File: config.mk
export PLATFORM = sky130hd
export DESIGN_NAME = output_arbiter
export DESIGN_NICKNAME = d
export VERILOG_FILES = /design/src/rtl/output_arbiter_pkg.sv /design/src/rtl/output_arbiter_rr_picker.sv /design/src/rtl/output_arbiter.sv
export SDC_FILE = /design/constraint.sdc
export NUM_CORES = 1
export LEC_CHECK = 0
export CELL_PAD_IN_SITES_DETAIL_PLACEMENT = 0
export CELL_PAD_IN_SITES_GLOBAL_PLACEMENT = 2
export CORE_ASPECT_RATIO = 1.1
export CORE_MARGIN = 2
export CORE_UTILIZATION = 35
export CTS_CLUSTER_DIAMETER = 100
export DETAILED_ROUTE_END_ITERATION = 12
export GPL_TIMING_DRIVEN = 0
export PLACE_DENSITY_LB_ADDON = 0.12
export SLEW_MARGIN = 20
export SYNTH_ARGS = -nofsm -noshare
export SYNTH_HDL_FRONTEND = slang
export SYNTH_HIERARCHICAL = 1
export SYNTH_SLANG_ARGS = --single-unit
export TNS_END_PERCENT = 5
File: constraint.sdc
create_clock -name clk -period 8.5 [get_ports clk]
set_input_delay 2.125 -clock clk [delete_from_list [all_inputs] [get_ports clk]]
set_output_delay 2.125 -clock clk [all_outputs]
set_load 0.01 [all_outputs]
File: src/rtl/output_arbiter_pkg.sv
// Shared definitions for the per-output-port arbiter.
//   - Port index constants (L, N, E, W, S) used by the LBDR request vector.
//   - Arbiter state encoding.
//   - Default downstream FIFO depth, shared with the input buffer.
package output_arbiter_pkg;

  localparam int NPORTS  = 5;
  localparam int IDX_W   = 3;

  localparam logic [IDX_W-1:0] PORT_L = 3'd0;
  localparam logic [IDX_W-1:0] PORT_N = 3'd1;
  localparam logic [IDX_W-1:0] PORT_E = 3'd2;
  localparam logic [IDX_W-1:0] PORT_W = 3'd3;
  localparam logic [IDX_W-1:0] PORT_S = 3'd4;

  localparam int DEFAULT_FIFO_DEPTH = 4;

  typedef enum logic {
    IDLE = 1'b0,
    BUSY = 1'b1
  } arb_state_t;

endpackage

File: src/rtl/output_arbiter_rr_picker.sv
// rr_picker: combinational rotating priority encoder.
// Searches req starting at index (last+1) mod 5 and returns the first hit.
//   req      [4:0] request vector (0=L, 1=N, 2=E, 3=W, 4=S)
//   last     [2:0] index of the most recently served input
//   pick     [4:0] one-hot winner, zero when nothing requests
//   pick_idx [2:0] binary index of the winner, zero when nothing requests
//   any            at least one request present
module rr_picker
  import output_arbiter_pkg::*;
(
  input  logic [NPORTS-1:0] req,
  input  logic [IDX_W-1:0]  last,
  output logic [NPORTS-1:0] pick,
  output logic [IDX_W-1:0]  pick_idx,
  output logic              any
);

  logic [3:0] cand;

  always_comb begin
    pick     = '0;
    pick_idx = '0;
    any      = 1'b0;
    cand     = '0;
    for (int k = 1; k <= NPORTS; k++) begin
      // last+k is at most 7+5=12, so two conditional subtractions reduce it mod 5.
      cand = 4'(last) + 4'(k);
      if (cand >= 4'(NPORTS)) cand = cand - 4'(NPORTS);
      if (cand >= 4'(NPORTS)) cand = cand - 4'(NPORTS);
      if (!any && req[cand[IDX_W-1:0]]) begin
        any                       = 1'b1;
        pick_idx                  = cand[IDX_W-1:0];
        pick[cand[IDX_W-1:0]]     = 1'b1;
      end
    end
  end

endmodule

File: src/rtl/output_arbiter.sv
// output_arbiter: allocator for one router output port.
// Grants the output to one input LBDR with round-robin fairness, holds the
// grant from header to tail, and gates each flit on a credit counter that
// mirrors free slots in the downstream input FIFO.
//   clk        router clock
//   rst        asynchronous active-high reset
//   req  [4:0] per-input request bits for this output (0=L,1=N,2=E,3=W,4=S)
//   tail [4:0] head flit of input i is a tail flit
//   credit_in  one-cycle pulse: one downstream FIFO slot freed
//   grant[4:0] registered one-hot owner of the output, zero when idle
//   sel  [2:0] registered crossbar select, binary index of grant
//   xfer       combinational flit-move strobe (also granted FIFO read)
//   credits    current free-slot count
module output_arbiter
  import output_arbiter_pkg::*;
#(
  parameter int DEPTH = DEFAULT_FIFO_DEPTH,
  parameter int CW    = $clog2(DEPTH + 1)
) (
  input  logic              clk,
  input  logic              rst,
  input  logic [NPORTS-1:0] req,
  input  logic [NPORTS-1:0] tail,
  input  logic              credit_in,
  output logic [NPORTS-1:0] grant,
  output logic [IDX_W-1:0]  sel,
  output logic              xfer,
  output logic [CW-1:0]     credits
);

  arb_state_t        state_q, state_d;
  logic [NPORTS-1:0] grant_q, grant_d;
  logic [IDX_W-1:0]  sel_q,   sel_d;
  logic [IDX_W-1:0]  last_q,  last_d;
  logic [CW-1:0]     credits_q, credits_d;

  logic [NPORTS-1:0] pick;
  logic [IDX_W-1:0]  pick_idx;
  logic              pick_any;

  rr_picker u_rr_picker (
    .req      (req),
    .last     (last_q),
    .pick     (pick),
    .pick_idx (pick_idx),
    .any      (pick_any)
  );

  // A flit moves only while owning the output, the owner has data, and
  // downstream has room. Arbitration itself never looks at credits.
  assign xfer = (state_q == BUSY) && req[sel_q] && (credits_q != '0);

  always_comb begin
    state_d = state_q;
    grant_d = grant_q;
    sel_d   = sel_q;
    last_d  = last_q;
    unique case (state_q)
      IDLE: begin
        if (pick_any) begin
          grant_d = pick;
          sel_d   = pick_idx;
          state_d = BUSY;
        end
      end
      BUSY: begin
        // A dropped req[sel] simply stalls; the packet keeps the output.
        if (xfer && tail[sel_q]) begin
          last_d  = sel_q;
          grant_d = '0;
          sel_d   = '0;
          state_d = IDLE;
        end
      end
      default: state_d = IDLE;
    endcase
  end

  always_comb begin
    credits_d = credits_q;
    unique case ({xfer, credit_in})
      2'b10:   credits_d = credits_q - CW'(1);
      // Protocol error at full: hold at DEPTH rather than wrap.
      2'b01:   if (credits_q != CW'(DEPTH)) credits_d = credits_q + CW'(1);
      default: credits_d = credits_q;
    endcase
  end

  always_ff @(posedge clk or posedge rst) begin
    if (rst) begin
      state_q   <= IDLE;
      grant_q   <= '0;
      sel_q     <= '0;
      last_q    <= PORT_S;  // so L is checked first after reset
      credits_q <= CW'(DEPTH);
    end else begin
      state_q   <= state_d;
      grant_q   <= grant_d;
      sel_q     <= sel_d;
      last_q    <= last_d;
      credits_q <= credits_d;
    end
  end

  always_ff @(posedge clk) begin
    if (!rst) begin
      assert (!(credit_in && (credits_q == CW'(DEPTH))))
        else $warning("output_arbiter: credit_in received with credit counter already at DEPTH");
    end
  end

  assign grant   = grant_q;
  assign sel     = sel_q;
  assign credits = credits_q;

endmodule

==> results.ini, run 1 <==
[clocking]
htree_levels=1
clk_latency_ns=0.25
cts_buffer_depth=2
clk_pin_slew_ns=0.06
root_buffer=clkbuf_8
tritoncts=yes
numCtsBuffers=3
cts_setup_buffers=0
cts.sinks=15
cts_hold_buf=0
cts.repair.resized=0

[synthesis]
ys_seq_area_share_pct=12.7
ys_warn_count=6
syn-num-nets=417
synth_cells=386
postSynth.asyncResetShare_pct=100
syn_area_sq_um=2970
synth_cell_types=84
ys_ff_latch=15
synth_edf_count=0
synth_top_flop_cell=dfrtp_1
syn-mean-instance-area_sq_um=7.70

[timing]
finalSetupTns_ns=0
relSlewSlack_pct=50.3
max_freq_mhz=159
setup_viol=0
fin_crit_sh_pct=73.8
timing_hold_violations_final=0
worst_slew_pin_slew_ns=0.738
rsz0062_at_grt=false
skew_ns=0.00554
min_period_ns=6.27
maxSlewViolCount=0

[detailed_routing]
drt_iter0_drc=144
wire_per_inst_um=16.8
num_vias=2970
viasPerCell=5.67
routed_wl_um=8780
drtAntennaViolNets=0
drt_pre_antenna_iters=4
drc=0

[place]
port_buffers=23
place_inst=520
place_area_sq_um=3340
place_congestion=0.803
hpwlAfterDp_um=6910

[setup_path]
start_kind=input port
crit_arrival_ns=4.15
crit_chain=clkdlybuf4s50_1 -> and2b_4 -> o41ai_1 -> a21o_1 -> inv_1 -> clkdlybuf4s50_1
r2r-start=last_q[0]
cp_slowest_stage_delay_ns=0.62
crit_family=buffers and inverters
required_ns=6.38
r2r_slack_ns=3.12
end_kind=primary output
path_common_cell=clkdlybuf4s50_1
crit_fanout=8
critPathBufInv=3
r2r_cells=22
worstSetupPathType=input port to primary output
rr_endpoint=sel[1]
slowest_stage=clkdlybuf4s50_1
path_depth=6

[die]
die_w_um=91.9
die_h_um=101
core.rowCount=35
ios=25
core_sq_um=8320
dieArea_sq_um=9250
initial_core_util_pct=35.7

[grt]
grt_pass1_vias=2945
grt_pass1_wl_um=14900
grt-ovfl-total=0
grt_use_total_pct=19.7
antenna_found_initial=0
grt_max_degree=16

[worst_hold_path]
whs_endpoint=grant[4]
hold_path_class=flip-flop to flip-flop
whs_path_depth=2
min_from=grant[4]

[finish]
area_growth_pct=14.0
layout.nets=445
fin_area_sq_um=3390
final_core_util_pct=40.7
final_cells=524
drive_above_1_share_pct=13.1
antenna_cells=0

[flow_run]
cap_violations=0

[status]
outcome=completed

==> final cells by class <==
| class | count | area [sq um] |
|---|---|---|
| multi-input cells | 334 | 2400 |
| well taps | 111 | 139 |
| plain buffers | 17 | 115 |
| clock buffers | 3 | 41.3 |
| fillers | 890 | 4930 |
| flip-flops and latches | 15 | 378 |
| repair buffers | 23 | 230 |
| inverters | 20 | 75.1 |
| clock inverters | 1 | 5.00 |
==> cells in the mapped netlist (all sizes together), types with 9 or more instances <==
cell type	n	area, sq um
nor2b	11	68.8
nand2b	14	95.1
nor2	25	93.8
buf	14	104
a21oi	20	100
nand3	21	105
nand2	32	120
dfrtp	13	325
inv	20	75.1
a21o	9	67.6
nor3	9	66.3
o21ai	29	145
xnor2	12	120
ha	16	200
==> layer usage <==
layer | global-route usage [%] | vias to the layer above | part of all wire [%]
met1 | 24.9 | 1408 | 46
met3 | 0.898 | 12 | 2.0
met5 | 0 | - | 0
li1 | - | 1501 | -
met4 | 5.40 | 0 | 1.9
met2 | 36.7 | 49 | 50
==> per-stage QoR <==
stage                     setup slack, ns  hold slack [ns]
final                                2.23            0.530
after global routing                 2.03            0.555
after CTS                            2.21            0.538
after detailed placement             2.22            0.521
after global placement               2.21            0.519
after floorplan                      3.51            0.513
==> how the worst max path moves through the flow <==
stage,start,endpoint,slack (ns)
final,req[0],xfer,2.23
after CTS,req[0],xfer,2.21
after global placement,req[0],xfer,2.21
after global routing,req[2],xfer,2.03
after floorplan,req[2],xfer,3.51
after detailed placement,req[0],xfer,2.22
==> placed cells by master (no fill, tap or decap), types with 3 or more instances in the layout <==
cell type / count
nand2_1: 32
nor2_1: 25
clkdlybuf4s50_1: 23
nand3_1: 21
a21oi_1: 20
inv_1: 18
o21ai_0: 18
ha_1: 16
nand2b_1: 13
dfrtp_1: 13
nor2b_1: 11
o21ai_1: 11
xnor2_1: 10
a21o_1: 9
and3_1: 8
mux2i_1: 7
and2_1: 7
nor3_1: 6
o211ai_1: 6
nand4_1: 6
buf_6: 5
buf_2: 5
a31oi_1: 5
o2111ai_1: 4
o31ai_1: 4
o21a_1: 4
nand3b_1: 4
mux2_2: 4
o211a_1: 4
clkbuf_1: 3
o41ai_1: 3
a221oi_2: 3
clkbuf_8: 3
a221oi_1: 3
a211o_1: 3
a211oi_1: 3
nor4_1: 3
or2_2: 3
==> worst register-to-register path, cell delays in order, from the launching register on <==
cell	delay (ns)
dfrtp_1	0.54
buf_6	0.21
inv_2	0.05
buf_2	0.21
ha_1	0.29
fa_1	0.45
a21boi_4	0.20
xnor2_2	0.20
inv_2	0.10
ha_1	0.14
clkbuf_1	0.31
nand2b_1	0.14
o211a_1	0.18
nor3_2	0.21
mux2i_1	0.47
a211oi_2	0.12
or2_1	0.25
buf_4	0.16
nor3_4	0.29
nand2_1	0.13
nor2b_1	0.15
buf_1	0.20
o31ai_1	0.28
==> flip-flops by register name, summed over array words and instances, names as in the netlist <==
signal,count
last_q,3
credits,3
state_q,1
grant,5
sel,3
==> kinds of logic after synthesis <==
kind of cell,share of synthesized area [%]
buffers and inverters,6.40
multiplexers,4.25
adder cells (fa/ha/maj),8.08
XOR/XNOR,4.63
flip-flops,12.7
AND/OR/NAND/NOR,31.2
AO/OA/AOI/OAI,32.7
Power of run 1 is left out: the tool's default activity adds up to more than one toggle a clock period on the data nets, which glitch-free logic cannot reach.
==> run 2: changes to the inputs <==
--- a/config.mk
+++ b/config.mk
@@ -9,7 +9,7 @@
 export CELL_PAD_IN_SITES_GLOBAL_PLACEMENT = 2
 export CORE_ASPECT_RATIO = 1.1
 export CORE_MARGIN = 2
-export CORE_UTILIZATION = 35
+export CORE_UTILIZATION = 32
 export CTS_CLUSTER_DIAMETER = 100
 export DETAILED_ROUTE_END_ITERATION = 12
 export GPL_TIMING_DRIVEN = 0
==> constraint.sdc (replaced) <==
create_clock -name clk -period 5.1 [get_ports clk]
set_input_delay 1.275 -clock clk [delete_from_list [all_inputs] [get_ports clk]]
set_output_delay 1.275 -clock clk [all_outputs]
set_load 0.01 [all_outputs]
==> run 2 against run 1 <==
Net effect:
- hold slack better by 0.0033 ns
- final cell count is 1.1% higher
- flip-flop and latch count stayed put
- register-to-register slack worse by 2.8 ns
- critical path depth is 16 higher
- die area is 9.0% higher
- clock skew hardly changed
- final area is 3.5% higher
- critical path type is now flip-flop to flip-flop
- critical endpoint is now sel[0]
- largest cell class unchanged
- highest routed layer unchanged
==> results.ini, run 2 (synthesis results as in run 1) <==
[grt]
grt_pass1_wl_um=14600
grtUsageMet1_pct=24.7
grt.met3_usage_pct=0.793
use_met2_pct=31.4
grt_use_total_pct=18.2
grt_max_degree=16
grt-ovfl-total=0
busiest_layer=met2
grt_pass1_vias=2807
antenna_found_initial=0

[die]
dieArea_sq_um=10100
core.rowCount=36
core_sq_um=8960
ios=25
initial_core_util_pct=33.2
die_h_um=105
die_w_um=95.9

[setup_path]
crit_fanout=13
r2r_slack_ns=0.33
crit_family=simple AND/OR/NAND/NOR gates
crit_arrival_ns=4.92
path_common_cell=buf_4
start_kind=flip-flop
end_kind=flip-flop
cp_slowest_stage_delay_ns=0.46
crit_chain=buf_6 -> inv_4 -> ha_1 -> fa_1 -> a21boi_4 -> nor2_1 -> a21oi_2 -> inv_1 -> ha_2 -> nand2b_1 -> o211a_1 -> nor3_2 -> mux2i_2 -> buf_4 -> a211oi_4 -> or2_1 -> buf_4 -> nor3_4 -> nand2_1 -> nor2b_1 -> clkbuf_2 -> o31ai_1
slowest_stage=dfrtp_2
critPathBufInv=6
required_ns=5.25
worstSetupPathType=flip-flop to flip-flop

[finish]
antenna_cells=0
area_growth_pct=17.9
largest_register_ffs=5
layout.nets=448
drive_above_1_share_pct=16.6
final_cells=530
final_core_util_pct=39.1
layout_commonest_cell=nand2_1
final_cell_mix=32 x nand2_1, 25 x nor2_1, 23 x clkdlybuf4s50_1
fin_area_sq_um=3510

[clocking]
cts.sinks=15
cts_buffer_depth=2
htree_levels=1
clk_latency_ns=0.25
root_buffer=clkbuf_8
clk_pin_slew_ns=0.06
tritoncts=yes
cts_hold_buf=0
numCtsBuffers=3

[detailed_routing]
drt_iter0_drc=110
wire_per_inst_um=17.3
num_vias=3014
viasPerCell=5.69
drt_pre_antenna_iters=4
drtAntennaViolNets=0
drc=0
routed_wl_um=9170

[timing]
skew_ns=0.00523
timing_hold_violations_final=0
maxSlewViolCount=0
worst_slew_pin_slew_ns=0.760
min_period_ns=4.77
relSlewSlack_pct=48.8
holdWs_ns=0.534
fin_crit_sh_pct=93.5
rsz0062_at_grt=false
max_freq_mhz=210
setup_viol=0

[place]
port_buffers=23
place_congestion=0.874
place_inst=523
hpwlAfterDp_um=7050
place_area_sq_um=3350

[flow_run]
cap_violations=0

[status]
outcome=completed

[worst_hold_path]
hold_path_class=flip-flop to flip-flop

## run 2: cell count changes in the layout (fill, tap and decap cells not counted), moves of 2 or more
cell	delta
mux2i_2	+2
buf_1	-2
buf_4	+4
mux2i_1	-2
## run 2: worst min-delay path, cell delays in order, from the launching register on
cell and delay [ns]:
dfrtp_1 0.37, nand3_1 0.07, o21ai_1 0.06
## run 2: cell type report
| cell class | count | area (sq um) |
|---|---|---|
| buffer | 15 | 109 |
| clock buffer | 4 | 45.0 |
| fill | 940 | 5460 |
| inverter | 20 | 77.6 |
| multi-input combinational | 335 | 2490 |
| sequential | 15 | 379 |
| tap | 114 | 143 |
| timing repair buffer | 27 | 260 |
## run 2: worst paths after layout
kind / startpoint / end / cells past startpoint
setup / recovery: last_q[0] / sel[0] / 22
hold / removal: grant[4] / grant[4] / 2
setup reg to reg: last_q[0] / sel[0] / 22
hold reg to reg: grant[4] / grant[4] / 2
max in group asynchronous: rst / last_q[0] / 2
min in group asynchronous: rst / sel[1] / 2
## run 2: per-layer routing
layer  share of wire, %  up-vias
li1                   -     1509
met1                 48     1446
met2                 48       50
met3                2.7        9
met4                1.3        0
met5                  0        -
## run 2: per-stage QoR
step | setup TNS (ns) | worst slack (ns)
global placement | -1.70 | -0.281
global route | 0 | 0.0481
detailed placement | -1.85 | -0.276
finish | 0 | 0.333
CTS | 0 | 0.0200
floorplan | 0 | 0.625
## run 2: timing repair
| item | CTS | global route |
|---|---|---|
| pin swaps | 0 | 1 |
| buffers inserted | 1 | 3 |
| endpoints found under the setup margin | 9 | 9 |
| gates cloned | 0 | 1 |
| gates resized for setup | 3 | 15 |
| endpoints found under the hold margin | 0 | 0 |
Power of run 2 is left out for the same reason.
